`src/rtl/jt51_lin2log.sv`:
```
// jt51_lin2log: iterative linear-to-log2 converter for 14-bit signed operator samples.
// Define JT51_LIN2LOG_INTERP_EN to interpolate linearly between log2 table entries.
module jt51_lin2log (
  input  logic        clk,
  input  logic        rst_n,
  input  logic        cen,
  input  logic [13:0] lin,
  input  logic        in_valid,
  output logic        in_ready,
  output logic        out_valid,
  input  logic        out_ready,
  output logic        out_sign,
  output logic        out_zero,
  output logic [3:0]  out_exp,
  output logic [7:0]  out_frac
);

  typedef enum logic [2:0] {
    IDLE,
    ABS,
    NORM,
    LUT,
`ifdef JT51_LIN2LOG_INTERP_EN
    INTERP,
`endif
    DONE
  } state_t;

  state_t      state;
  logic [13:0] lin_q;
  logic [13:0] mag;
  logic [3:0]  e;
  logic        sign;
  logic [13:0] abs_lin;
  logic [4:0]  idx;
  logic [7:0]  t_cur;

`ifdef JT51_LIN2LOG_INTERP_EN
  logic [7:0]  t_lo;
  logic [8:0]  t_hi;
  logic [2:0]  r;
  logic [8:0]  t_next;
  logic [8:0]  diff;
`endif

  // T[k] = round(256*log2(1+k/32)) for k=0..31; T[32]=256 is handled separately
  function automatic logic [7:0] log_tbl(input logic [4:0] k);
    case (k)
      5'd0:  log_tbl = 8'd0;    5'd1:  log_tbl = 8'd11;
      5'd2:  log_tbl = 8'd22;   5'd3:  log_tbl = 8'd33;
      5'd4:  log_tbl = 8'd44;   5'd5:  log_tbl = 8'd54;
      5'd6:  log_tbl = 8'd63;   5'd7:  log_tbl = 8'd73;
      5'd8:  log_tbl = 8'd82;   5'd9:  log_tbl = 8'd92;
      5'd10: log_tbl = 8'd100;  5'd11: log_tbl = 8'd109;
      5'd12: log_tbl = 8'd118;  5'd13: log_tbl = 8'd126;
      5'd14: log_tbl = 8'd134;  5'd15: log_tbl = 8'd142;
      5'd16: log_tbl = 8'd150;  5'd17: log_tbl = 8'd157;
      5'd18: log_tbl = 8'd165;  5'd19: log_tbl = 8'd172;
      5'd20: log_tbl = 8'd179;  5'd21: log_tbl = 8'd186;
      5'd22: log_tbl = 8'd193;  5'd23: log_tbl = 8'd200;
      5'd24: log_tbl = 8'd207;  5'd25: log_tbl = 8'd213;
      5'd26: log_tbl = 8'd220;  5'd27: log_tbl = 8'd226;
      5'd28: log_tbl = 8'd232;  5'd29: log_tbl = 8'd238;
      5'd30: log_tbl = 8'd244;  default: log_tbl = 8'd250;
    endcase
  endfunction

  // Two's-complement magnitude; -8192 naturally maps to 0x2000
  assign abs_lin = lin_q[13] ? (~lin_q + 14'd1) : lin_q;
  assign idx     = mag[12:8];
  assign t_cur   = log_tbl(idx);

`ifdef JT51_LIN2LOG_INTERP_EN
  assign t_next = (idx == 5'd31) ? 9'd256 : {1'b0, log_tbl(idx + 5'd1)};
  assign diff   = t_hi - {1'b0, t_lo};
`endif

  always_ff @(posedge clk) begin
    if (!rst_n) begin
      state     <= IDLE;
      in_ready  <= 1'b1;
      out_valid <= 1'b0;
      out_sign  <= 1'b0;
      out_zero  <= 1'b0;
      out_exp   <= 4'd0;
      out_frac  <= 8'd0;
      lin_q     <= 14'd0;
      mag       <= 14'd0;
      e         <= 4'd0;
      sign      <= 1'b0;
`ifdef JT51_LIN2LOG_INTERP_EN
      t_lo      <= 8'd0;
      t_hi      <= 9'd0;
      r         <= 3'd0;
`endif
    end else if (cen) begin
      case (state)
        IDLE: begin
          if (in_valid) begin
            lin_q    <= lin;
            in_ready <= 1'b0;
            state    <= ABS;
          end
        end
        ABS: begin
          mag  <= abs_lin;
          sign <= lin_q[13];
          e    <= 4'd13;
          if (abs_lin == 14'd0) begin
            out_zero  <= 1'b1;
            out_sign  <= 1'b0;
            out_exp   <= 4'd0;
            out_frac  <= 8'd0;
            out_valid <= 1'b1;
            state     <= DONE;
          end else begin
            state <= NORM;
          end
        end
        // One shift per enabled cycle until the leading one reaches bit 13
        NORM: begin
          if (mag[13]) begin
            state <= LUT;
          end else begin
            mag <= {mag[12:0], 1'b0};
            e   <= e - 4'd1;
          end
        end
`ifdef JT51_LIN2LOG_INTERP_EN
        LUT: begin
          t_lo  <= t_cur;
          t_hi  <= t_next;
          r     <= mag[7:5];
          state <= INTERP;
        end
        INTERP: begin
          out_frac  <= t_lo + 8'((12'(diff) * 12'(r)) >> 3);
          out_exp   <= e;
          out_sign  <= sign;
          out_zero  <= 1'b0;
          out_valid <= 1'b1;
          state     <= DONE;
        end
`else
        LUT: begin
          out_frac  <= t_cur;
          out_exp   <= e;
          out_sign  <= sign;
          out_zero  <= 1'b0;
          out_valid <= 1'b1;
          state     <= DONE;
        end
`endif
        DONE: begin
          if (out_ready) begin
            out_valid <= 1'b0;
            in_ready  <= 1'b1;
            state     <= IDLE;
          end
        end
        default: begin
          in_ready <= 1'b1;
          state    <= IDLE;
        end
      endcase
    end
  end

endmodule

```
`config.mk`:
```
export PLATFORM = sky130hd
export DESIGN_NAME = jt51_lin2log
export DESIGN_NICKNAME = d
export VERILOG_FILES = /design/src/rtl/jt51_lin2log.sv
export SDC_FILE = /design/constraint.sdc
export NUM_CORES = 1
export LEC_CHECK = 0
export BUFFER_PORTS_ARGS = -buffer_cell sky130_fd_sc_hd__buf_2
export CAP_MARGIN = 20
export CORE_UTILIZATION = 50
export CTS_BUF_LIST = sky130_fd_sc_hd__clkbuf_4 sky130_fd_sc_hd__clkbuf_8
export CTS_CLUSTER_DIAMETER = 80
export DETAILED_ROUTE_END_ITERATION = 10
export GPL_TIMING_DRIVEN = 0
export PLACE_DENSITY_LB_ADDON = 0.05
export SLEW_MARGIN = 20
export SYNTH_ARGS = -nofsm -noshare
export SYNTH_HDL_FRONTEND = slang
export SYNTH_SLANG_ARGS = --single-unit
export TNS_END_PERCENT = 100
```
`constraint.sdc`:
```
create_clock -name clk -period 6.21 [get_ports clk]
set_input_delay 0.3105 -clock clk [delete_from_list [all_inputs] [get_ports clk]]
set_output_delay 0.3105 -clock clk [all_outputs]
set_load 0.005 [all_outputs]
```
Yosys cells after proc, flatten, opt, wreduce, memory -nomap -nowiden
Memory sizes are Yosys's and may differ from the RTL's. A register that Yosys moved wholly into a read port is not among the register bits. Index checks and enable logic that the tools add are counted.

Logic and storage cells: 65. Output and inout bits: 16. Register bits: 52. Memories kept: 1. Bits of input ports: 19. Bits in read-only memories: 256.

Muxes and demuxes: 25. Bitwise logic cells: 2. Eq/ne operators: 9. Reduce and logical (&&, ||, !) cells: 14. Add/subtract/negate cells: 2.

Memory list: (no name shown) (words 32, bits a word 8, rd ports 1, clocked after memory_dff 1, wr ports 0, line 48) `case (k)`.

Operators by type and width (number): 14-bit 2-to-1 mux (2); 14-bit one-hot mux with 2 select lines (1); 4-bit one-hot mux with 2 select lines (2); 8-bit one-hot mux with 2 select lines (1); 3-bit one-hot mux with 5 select lines (1); 14-bit by 1-bit adder with 14-bit output, second input constant (1); 14-bit logical NOT (1); 14-bit inverter (1); 3-bit 2-to-1 mux (4); 4-bit AND reduction (3); 5-bit 2-to-1 mux (2); 2-bit inequality test, second input constant (5); 3-bit AND reduction (3); 4-bit 2-to-1 mux (2); 8-bit 2-to-1 mux (1); 3-bit by 2-bit equality test with 1-bit output, second input constant (2); 1-bit one-hot mux with 3 select lines (2); 1-bit 2-to-1 mux (5); 1-bit one-hot mux with 2 select lines (2); 2-bit AND reduction (2); 2-bit nonzero test (2); 4-bit by 1-bit subtractor with 4-bit output, second input constant (1); 3-bit by 1-bit equality test with 1-bit output, second input constant (1); 3-bit equality test, second input constant (1); other kinds (4) (4).

Longest topological paths before layout
Gate-level depths: netlist of run 1.

Depth after elaboration: 6. Gate-level depth with buffers: 13. Gate-level depth less buffers: 12.

Worst setup path after synthesis of run 1
OpenSTA, ideal clock, no wires.

Path kind: register to register. From: register lin_q[2]. To: register t_cur[0] (netlist name). Period minus slack after synthesis: 2.928 ns. Data arrival time: 2.846 ns. Data required time: 6.128 ns. Library setup time: 0.082 ns. Slack: 3.282 ns. Path buffers: 1. Stages on the path, launching flop included: 13. Cells stage by stage: dfxtp_1 > buf_6 > nor4_2 > a31oi_1 > xnor2_1 > o21ai_0 > and2_1 > inv_1 > ha_1 > inv_1 > o21ai_0 > o31ai_1 > o221ai_1.

Longest elaborated chain between the ends: 6.

RTL lines: start, declared (line 30) `logic [13:0] lin_q;`; start signal, assigned (line 100) `lin_q <= lin;`; 14-bit inverter (line 69) `assign abs_lin = lin_q[13] ? (~lin_q + 14'd1) : lin_q;`; 14-bit by 1-bit adder with 14-bit output (line 69); 14-bit 2-to-1 mux (line 69); 14-bit one-hot mux with 2 select lines (line 97) `case (state)`; 5-bit 2-to-1 mux (no line) (2 in series).

Every way passes these cells. A chain may end at the register's enable or synchronous reset.

Final worst setup path of run 1
From: register lin_q[2]. To: register t_cur[0] (netlist name).

Longest elaborated chain between the ends: 6.

RTL lines (line): 14-bit inverter (69); 14-bit by 1-bit adder with 14-bit output (69); 14-bit 2-to-1 mux (69); 14-bit one-hot mux with 2 select lines (97); 5-bit 2-to-1 mux (no line) (2 in series).

Every way passes these cells.

==> results of run 1 <==
## registers in the layout (all words and copies together), names as in the netlist
register	count
lin_q	14
t_cur	8
out_zero	1
out_sign	1
sign	1
out_exp	4
e	4
in_ready	1
state	3
out_valid	1
mag	14
out_frac	8
## routing by layer
layer / part of all wire (%) / routed length, um / up-vias
met4: 1.5 / 117 / 0
li1: - / - / 1525
met2: 42 / 3410 / 69
met3: 4.5 / 360 / 13
met1: 52 / 4140 / 1436
met5: 0 / 0 / -
## power groups by stage
stage / Combinational (W) / Clock (W) / Sequential [W]
floorplan: 0.000120 / 0 / 0.000420
CTS: 0.000161 / 0.000358 / 0.000414
finish: 0.000163 / 0.000355 / 0.000415
global placement: 0.000157 / 0 / 0.000422
global route: 0.000180 / 0.000376 / 0.000416
detailed placement: 0.000160 / 0 / 0.000423
## cells in the final DEF (no fill, tap or decap), types with 3 or more instances in the layout
master,count
xor2_1,3
clkbuf_1,23
o31ai_1,4
inv_1,16
nor3_1,11
nand2_1,50
and2_1,5
xnor2_1,9
nand2b_1,4
a211oi_1,6
a31oi_1,5
o211ai_1,5
or3_1,3
a21oi_1,37
dfxtp_1,60
mux2_2,3
a22o_1,13
buf_2,35
ha_1,12
nand3_1,9
nor2b_1,3
clkbuf_8,9
mux2i_1,5
o21ai_0,19
nand3b_1,5
a32oi_1,3
nor2_1,34
## logic make-up (layout without fill, tap and decap cells)
family / Yosys count / in the layout
AO/OA/AOI/OAI: 121 / 121
XOR/XNOR: 12 / 12
adder cells (fa/ha/maj): 12 / 12
buffers and inverters: 47 / 97
flip-flops: 60 / 60
multiplexers: 8 / 8
AND/OR/NAND/NOR: 140 / 140
## critical path, cell delays in order, from the launching register on
cell,delay [ns]
dfxtp_1,0.31
buf_6,0.13
nor4_2,0.73
a31oi_1,0.21
xnor2_1,0.17
o21ai_0,0.62
and2_1,0.34
inv_1,0.14
ha_1,0.34
inv_1,0.07
o21ai_0,0.17
o31ai_1,0.10
o221ai_1,0.17
## per-stage QoR
step	cells	setup slack [ns]	area, sq um	util, %
3_5_place_dp	509	2.64	3510	57.6
5_1_grt	525	2.22	3710	60.8
4_1_cts	525	2.59	3710	60.8
3_3_place_gp	509	2.55	3510	57.6
6_report	525	2.63	3710	60.8
2_1_floorplan	400	3.28	3240	-
## final cells by class
cell class	count	area (sq um)	share of cell area [%]
Clock buffer	9	124	3.34
Inverter	19	71.3	1.92
Clock inverter	7	76.3	2.06
Buffer	28	121	3.27
Sequential cell	60	1200	32.4
Timing Repair Buffer	34	170	4.59
Multi-Input combinational cell	293	1850	49.9
Tap cell	75	93.8	2.53
## worst paths after layout
kind	slack, ns	startpoint	end	cells after the start
worst max-delay path	2.63	lin_q[2]	t_cur[0]	12
worst min-delay path	0.20	lin[0]	lin_q[0]	3
worst max register to register	2.63	lin_q[2]	t_cur[0]	12
worst min register to register	0.45	t_cur[2]	out_frac[2]	1
==> flow_metrics.tcl, run 1 <==
set metrics [dict create \
    slew_violations 0 \
    post_cts_buffers 0 \
    rsz0062_at_grt "false" \
    power_density_nw_per_um2 252 \
    antenna_left 0 \
    cts_buffers 9 \
    diodes 0 \
    worstMarginPinSlew_ns 0.804 \
    synth_top_family_by_area "compound AO/OA/AOI/OAI gates" \
    cts_tree "yes" \
    p_int_w 0.000652 \
    gp_congestion 0.874 \
    synth_area_leaders "dfxtp_1, nand2_1, a21oi_1, ha_1, nor2_1" \
    syn-instance-count 400 \
    clkPwrFrac_pct 38.1 \
    synth-compound-area-share_pct 25.7 \
    layout.nets 476 \
    crit_type "reg2reg" \
    synthArstFlopShare_pct 0 \
    firstDrtPassIters 6 \
    via_per_inst 5.80 \
    arrival_ns 3.84 \
    yosys.area_share.xor_xnor_pct 3.24 \
    clockBufferDepth 2 \
    grt.busiest_layer "met1" \
    io-pin-count 35 \
    power_w 0.000933 \
    cts-resized-gates 0 \
    netlist-cell-type-count 61 \
    skew_ns 0.00828 \
    row_count 28 \
    ys_ff_latch 60 \
    synth-simple-area-share_pct 20.9 \
    path_clk_slew_ns 0.07 \
    fp.coreArea_sq_um 6100 \
    crit_path_max_fanout 10 \
    ys.flop_type "dfxtp_1" \
    post-route-period-util_pct 57.6 \
    initial_core_util_pct 53.2 \
    ys_seq_area_share_pct 37.0 \
    grt_util_met2_pct 36.1 \
    cts_sinks 60 \
    hold_viol 0 \
    period_minus_slack_ns 3.58 \
    synthTopCellsByCount "dfxtp_1, nand2_1, a21oi_1" \
    avgRoutedWirePerCell_um 15.3 \
    totalWireLength_mm 8.03 \
    dieArea_sq_um 6810 \
    finalSetupViolCount 0 \
    vias 3043 \
    use_met1_pct 36.9 \
    dp_hpwl_mm 5.75 \
    htree_levels 3 \
    slew_headroom_pct 46.0 \
    hold_class "in2reg" \
    grt.met3_usage_pct 5.60 \
    drt_iter0_markers 189 \
    required_ns 6.47 \
    synthMuxAreaShare_pct 2.58 \
    yosysMostFrequentCell "dfxtp_1" \
    grt_overflow 0 \
    pwr-share-comb_pct 17.5 \
    setup_tns_ns 0 \
    start_kind "flip-flop" \
    antenna_found_initial 0 \
    p_leak_nw 1.47 \
    grt_pass1_wl_mm 12.8 \
    synth_top_area_share_pct 37.0 \
    synthAdderAreaFrac_pct 4.63 \
    clk_latency_ns 0.34 \
    synth_edf_count 0 \
    grt_usage_pct 25.2 \
    die_y_um 82.6 \
    endpoint_kind "flip-flop" \
    holdBufCountCts 0 \
    nFillCells 577 \
    synth_largest_area_cell "dfxtp_1" \
    drc 0 \
    p_sw_share_pct 30.1 \
    drive_gt1_share_pct 14.9 \
    syn_area_per_cell_sq_um 8.11 \
    synth_fp_nets 431 \
    syn_area_sq_um 3240 \
    seq_power_share_pct 44.4 \
    ir_drop_mv 0.227 \
    run_status "complete, no violations" \
    switching_power_w 0.000281 \
    hold_ws_ns 0.202 \
    areaGrowthSynthToFinish_pct 14.3 \
    grt_pass1_vias 2605 \
    cts-root-buf "clkbuf_8" \
    cap_violations 0 \
    timing.fmax_mhz 279 \
    grt_max_degree 13 \
    die_w_um 82.6 \
    portBuffers 34 \
    yosys_warnings 0 \
]
Power figures use the tool's default switching activity.
==> inputs of run 2 (changes only) <==
ABC_AREA = 1   (was default)
clock period = 3.05 ns   (was 6.21 ns; I/O delays follow)
==> flow_metrics.tcl, run 2 <==
set metrics [dict create \
    ys_seq_area_share_pct 38.1 \
    rsz0062_at_grt "false" \
    min_from "lin[6]" \
    drt-met1-wl_mm 3.64 \
    highest_layer "met4" \
    drt_iter0_markers 183 \
    power_density_nw_per_um2 599 \
    fin_util_pct 59.9 \
    ir_drop_mv 0.331 \
    synth_top_area_share_pct 38.1 \
    crit_top_cell "nand2_1" \
    totalWireLength_mm 7.15 \
    via_per_inst 5.19 \
    holdPathStages 3 \
    grt_usage_pct 24.1 \
    worstReg2RegEnd "t_cur[6]" \
    synthTopCellsByCount "nand2_1, dfxtp_1, a21oi_1" \
    worstMarginPinSlew_ns 0.551 \
    syn_area_per_cell_sq_um 6.94 \
    synth_area_leaders "dfxtp_1, nand2_1, a21oi_1, o21ai_0, inv_1" \
    ys_ff_latch 60 \
    synth_fp_nets 485 \
    grt_pass1_wl_mm 12.0 \
    yosys_warnings 0 \
    nFillCells 589 \
    firstDrtPassIters 4 \
    skew_ns 0.00834 \
    slew_headroom_pct 63.0 \
    fp.coreArea_sq_um 5990 \
    vias 2998 \
    grt_pass1_vias 2578 \
    run_status "complete, no violations" \
    ys.flop_type "dfxtp_1" \
    mostFrequentLayoutCells "nand2_1, dfxtp_1, a21oi_1" \
    final_area_sq_um 3590 \
    largest_registers "lin_q x14, mag x14" \
    period_minus_slack_ns 2.72 \
    required_ns 3.34 \
    cts-root-buf "clkbuf_8" \
    clockBufferDepth 2 \
    synth_largest_area_cell "dfxtp_1" \
    hold_end "lin_q[6]" \
    row_count 28 \
    grt_max_degree 13 \
    drc 0 \
    p_leak_nw 1.67 \
    yosysMostFrequentCell "nand2_1" \
    cap_violations 0 \
    cts_buffers 9 \
    endpoint_kind "flip-flop" \
    grt_overflow 0 \
    timing.fmax_mhz 367 \
    synth_edf_count 0 \
    initial_core_util_pct 52.6 \
    path_clk_slew_ns 0.08 \
    post-route-period-util_pct 89.3 \
    syn-instance-count 454 \
    crit_family "simple AND/OR/NAND/NOR gates" \
    reg2regPathDepth 17 \
    start_kind "flip-flop" \
    slowest_stage "dfxtp_1" \
    cts_sinks 60 \
    cts-resized-gates 0 \
    avgRoutedWirePerCell_um 12.4 \
    die_y_um 81.4 \
    antenna_left 0 \
    syn_area_sq_um 3150 \
    holdBufCountCts 0 \
    dp_hpwl_mm 5.37 \
    slew_violations 0 \
    cts_tree "yes" \
    reg2reg_slack_ns 0.33 \
    finalSetupViolCount 0 \
    diodes 0 \
    htree_levels 3 \
    setup_tns_ns 0 \
    layout.nets 529 \
    r2r-start "lin_q[0]" \
    areaGrowthSynthToFinish_pct 13.9 \
    routed-wl-met3_um 285 \
    drive_gt1_share_pct 16.5 \
    layout_commonest_cell "nand2_1" \
    io-pin-count 35 \
    layout_setup_ws_ns 0.327 \
    path_buf_inv 4 \
    hold_class "in2reg" \
    hold_viol 0 \
    synthArstFlopShare_pct 0 \
    die_w_um 81.4 \
    clk_latency_ns 0.35 \
    antenna_found_initial 0 \
    postPlaceCellArea_sq_um 3410 \
    crit_path_max_fanout 8 \
    netlist-cell-type-count 39 \
    place_ws_ns 0.372 \
    post_cts_buffers 0 \
    portBuffers 33 \
    slowest_delay_ns 0.32 \
    met2WireLength_mm 3.11 \
    gp_congestion 0.925 \
    crit_start "lin_q[0]" \
    crit_chain "inv_1 -> ha_1 -> nand2_1 -> nor2_1 -> nand3_1 -> nand2_1 -> nand2_1 -> nand2_1 -> inv_1 -> o21ai_2 -> nand2_1 -> inv_1 -> ha_1 -> inv_1 -> o21ai_0 -> nand3_1 -> nand2_1" \
    arrival_ns 3.02 \
    hold_ws_ns 0.0836 \
    crit_type "reg2reg" \
    dieArea_sq_um 6630 \
]
==> run 2: cell count changes after synthesis, sizes merged, moves of 6 or more <==
cell,delta
nand3,+14
xnor2,-8
a211oi,-6
clkbuf,-15
o21ai,+19
a22o,-13
inv,+31
a21oi,+17
nor3,-8
nand2,+82
==> run 2: metrics by stage <==
stage                     total power [W]  std cells
after floorplan                   0.00138        454
after global placement            0.00151        562
after detailed placement          0.00152        562
after CTS                         0.00216        578
after global routing              0.00228        578
final                             0.00215        578
==> run 2: how the worst max path moves through the flow <==
stage	to	slack, ns	cells past startpoint
5_1_grt	t_cur[2]	0.08	18
6_report	t_cur[6]	0.33	17
3_5_place_dp	t_cur[2]	0.37	18
3_3_place_gp	t_cur[2]	0.39	18
2_1_floorplan	t_cur[0]	0.83	16
4_1_cts	t_cur[2]	0.37	18
==> run 2: routing by layer <==
layer	up-vias	track usage, %
met1	1361	34.4
met3	10	4.04
met4	0	11.6
met2	59	34.7
li1	1568	-
met5	-	0
==> run 2: tightest hold or removal path: cells and delay by family <==
kind | cells | cell delay (ns)
compound gates | 2 | 0.17
buf+inv | 1 | 0.07
==> run 2: cell families after synthesis <==
kind of cell / share of synthesized area [%]
AND/OR/NAND/NOR: 26.8
AO/OA/AOI/OAI: 20.0
buffers and inverters: 9.49
flip-flops: 38.1
adder cells (fa/ha/maj): 4.76
XOR/XNOR: 0.834
==> run 2: layout make-up <==
class / instances / area, sq um / area share [%]
Clock buffer: 9 / 124 / 3.45
Clock inverter: 7 / 53.8 / 1.50
Tap cell: 75 / 93.8 / 2.62
Multi-Input combinational cell: 326 / 1650 / 46.0
Inverter: 50 / 188 / 5.23
Sequential cell: 60 / 1200 / 33.5
Buffer: 18 / 111 / 3.10
Timing Repair Buffer: 33 / 165 / 4.60
==> run 2: where the power goes <==
part	internal (W)	leakage (nW)	switching, W
registers	0.000875	0.489	0.0000507
clock network	0.000296	0.0814	0.000340
logic	0.000205	1.10	0.000384
==> inputs of run 3 (changes only) <==
PLACE_DENSITY = 0.82   (was default)
PLACE_DENSITY_LB_ADDON = default   (was 0.05)
==> flow_metrics.tcl, run 3 (synthesis gave the netlist of run 2 again) <==
set metrics [dict create \
    run_status "complete, no violations" \
    rsz0062_at_grt "false" \
    initial_core_util_pct 52.6 \
    path_buf_inv 2 \
    drive_gt1_share_pct 16.5 \
    drc 0 \
    diodes 0 \
    cts-root-buf "clkbuf_8" \
    layout_setup_ws_ns 0.342 \
    layout_commonest_cell "nand2_1" \
    place_ws_ns 0.383 \
    portBuffers 33 \
    htree_levels 3 \
    slowest_stage "ha_1" \
    io-pin-count 35 \
    nFillCells 569 \
    crit_top_cell "nand2_1" \
    dieArea_sq_um 6630 \
    grt_pass1_vias 2658 \
    die_w_um 81.4 \
    totalWireLength_mm 7.04 \
    cts_sinks 60 \
    grt_usage_pct 23.1 \
    required_ns 3.34 \
    cts_tree "yes" \
    hold_viol 0 \
    period_minus_slack_ns 2.71 \
    slew_violations 0 \
    power_density_nw_per_um2 610 \
    largest_registers "lin_q x14, mag x14" \
    drt_iter0_markers 233 \
    cap_violations 0 \
    skew_ns 0.00770 \
    row_count 28 \
    grt_overflow 0 \
    start_kind "flip-flop" \
    fin_cells 578 \
    ir_drop_mv 0.328 \
    areaGrowthSynthToFinish_pct 14.3 \
    crit_path_max_fanout 8 \
    holdBufCountCts 0 \
    place_inst 562 \
    timing.fmax_mhz 369 \
    antenna_left 0 \
    slowest_delay_ns 0.42 \
    finalSetupViolCount 0 \
    clockBufferDepth 2 \
    setup_tns_ns 0 \
    avgRoutedWirePerCell_um 12.2 \
    vias 3109 \
    slew_headroom_pct 59.1 \
    mostFrequentLayoutCells "nand2_1, dfxtp_1, a21oi_1" \
    antenna_found_initial 0 \
    worstMarginPinSlew_ns 0.607 \
    firstDrtPassIters 5 \
    post_cts_buffers 0 \
    gp_congestion 0.910 \
    path_clk_slew_ns 0.07 \
    grt_pass1_wl_mm 11.6 \
    layout.nets 529 \
    via_per_inst 5.38 \
    post-route-period-util_pct 88.8 \
    p_leak_nw 1.68 \
    hold_class "in2reg" \
    crit_chain "inv_1 -> ha_1 -> nand2_1 -> nor2_1 -> nand3_1 -> nand2_1 -> nand2_1 -> nand2_1 -> inv_1 -> o21ai_2 -> nand2_1 -> ha_1 -> nand3_1 -> o21ai_0 -> nand2_1 -> nand2_1" \
    cts-resized-gates 0 \
    fp.coreArea_sq_um 5990 \
    die_y_um 81.4 \
    dp_hpwl_mm 5.22 \
    crit_type "reg2reg" \
    cts_buffers 9 \
    grt_max_degree 12 \
    clk_latency_ns 0.34 \
    endpoint_kind "flip-flop" \
    crit_family "simple AND/OR/NAND/NOR gates" \
    arrival_ns 3.00 \
]
-- run 3: final cells by class --
cell class | count | area (sq um) | share of cell area (%)
clock buffer | 9 | 124 | 3.44
tap | 75 | 93.8 | 2.61
sequential | 60 | 1200 | 33.3
inverter | 50 | 188 | 5.21
clock inverter | 7 | 67.6 | 1.88
timing repair buffer | 33 | 165 | 4.58
buffer | 18 | 111 | 3.09
multi-input combinational | 326 | 1650 | 45.8
-- run 3: stage by stage --
| stage | power, W | instance area (sq um) | hold WS [ns] | utilization, % |
|---|---|---|---|---|
| 2_1_floorplan | 0.00138 | 3150 | 0.341 | - |
| 3_3_place_gp | 0.00150 | 3410 | 0.427 | 56.9 |
| 3_5_place_dp | 0.00152 | 3410 | 0.437 | 56.9 |
| 4_1_cts | 0.00220 | 3600 | 0.0765 | 60.1 |
| 5_1_grt | 0.00233 | 3600 | 0.0966 | 60.1 |
| 6_report | 0.00220 | 3600 | 0.0816 | 60.1 |
-- run 3: path summary, 6_finish.rpt --
path,to,cells past startpoint,from,slack [ns]
max,t_cur[2],16,lin_q[0],0.34
min,lin_q[7],3,lin[7],0.08
max reg2reg,t_cur[2],16,lin_q[0],0.34
min reg2reg,out_frac[2],2,t_cur[2],0.45
-- run 3: power by group --
part	internal, W	leakage, nW	switching [W]
sequential	0.000875	0.489	0.0000526
combinational	0.000205	1.10	0.000375
clock	0.000372	0.0910	0.000318
total	0.00145	1.68	0.000746
-- run 3: worst min-delay path, cell delays in order --
cell     delay, ns
buf_2         0.07
o21ai_0       0.07
a21oi_1       0.10
-- run 3: layer usage --
metal  track usage, %  up-vias  share of wire [%]
li1                 -     1573                  -
met1             28.5     1397                 45
met2             37.9      128                 47
met3             5.17       11                6.9
met4             10.7        0                1.7
met5                0        -                  0
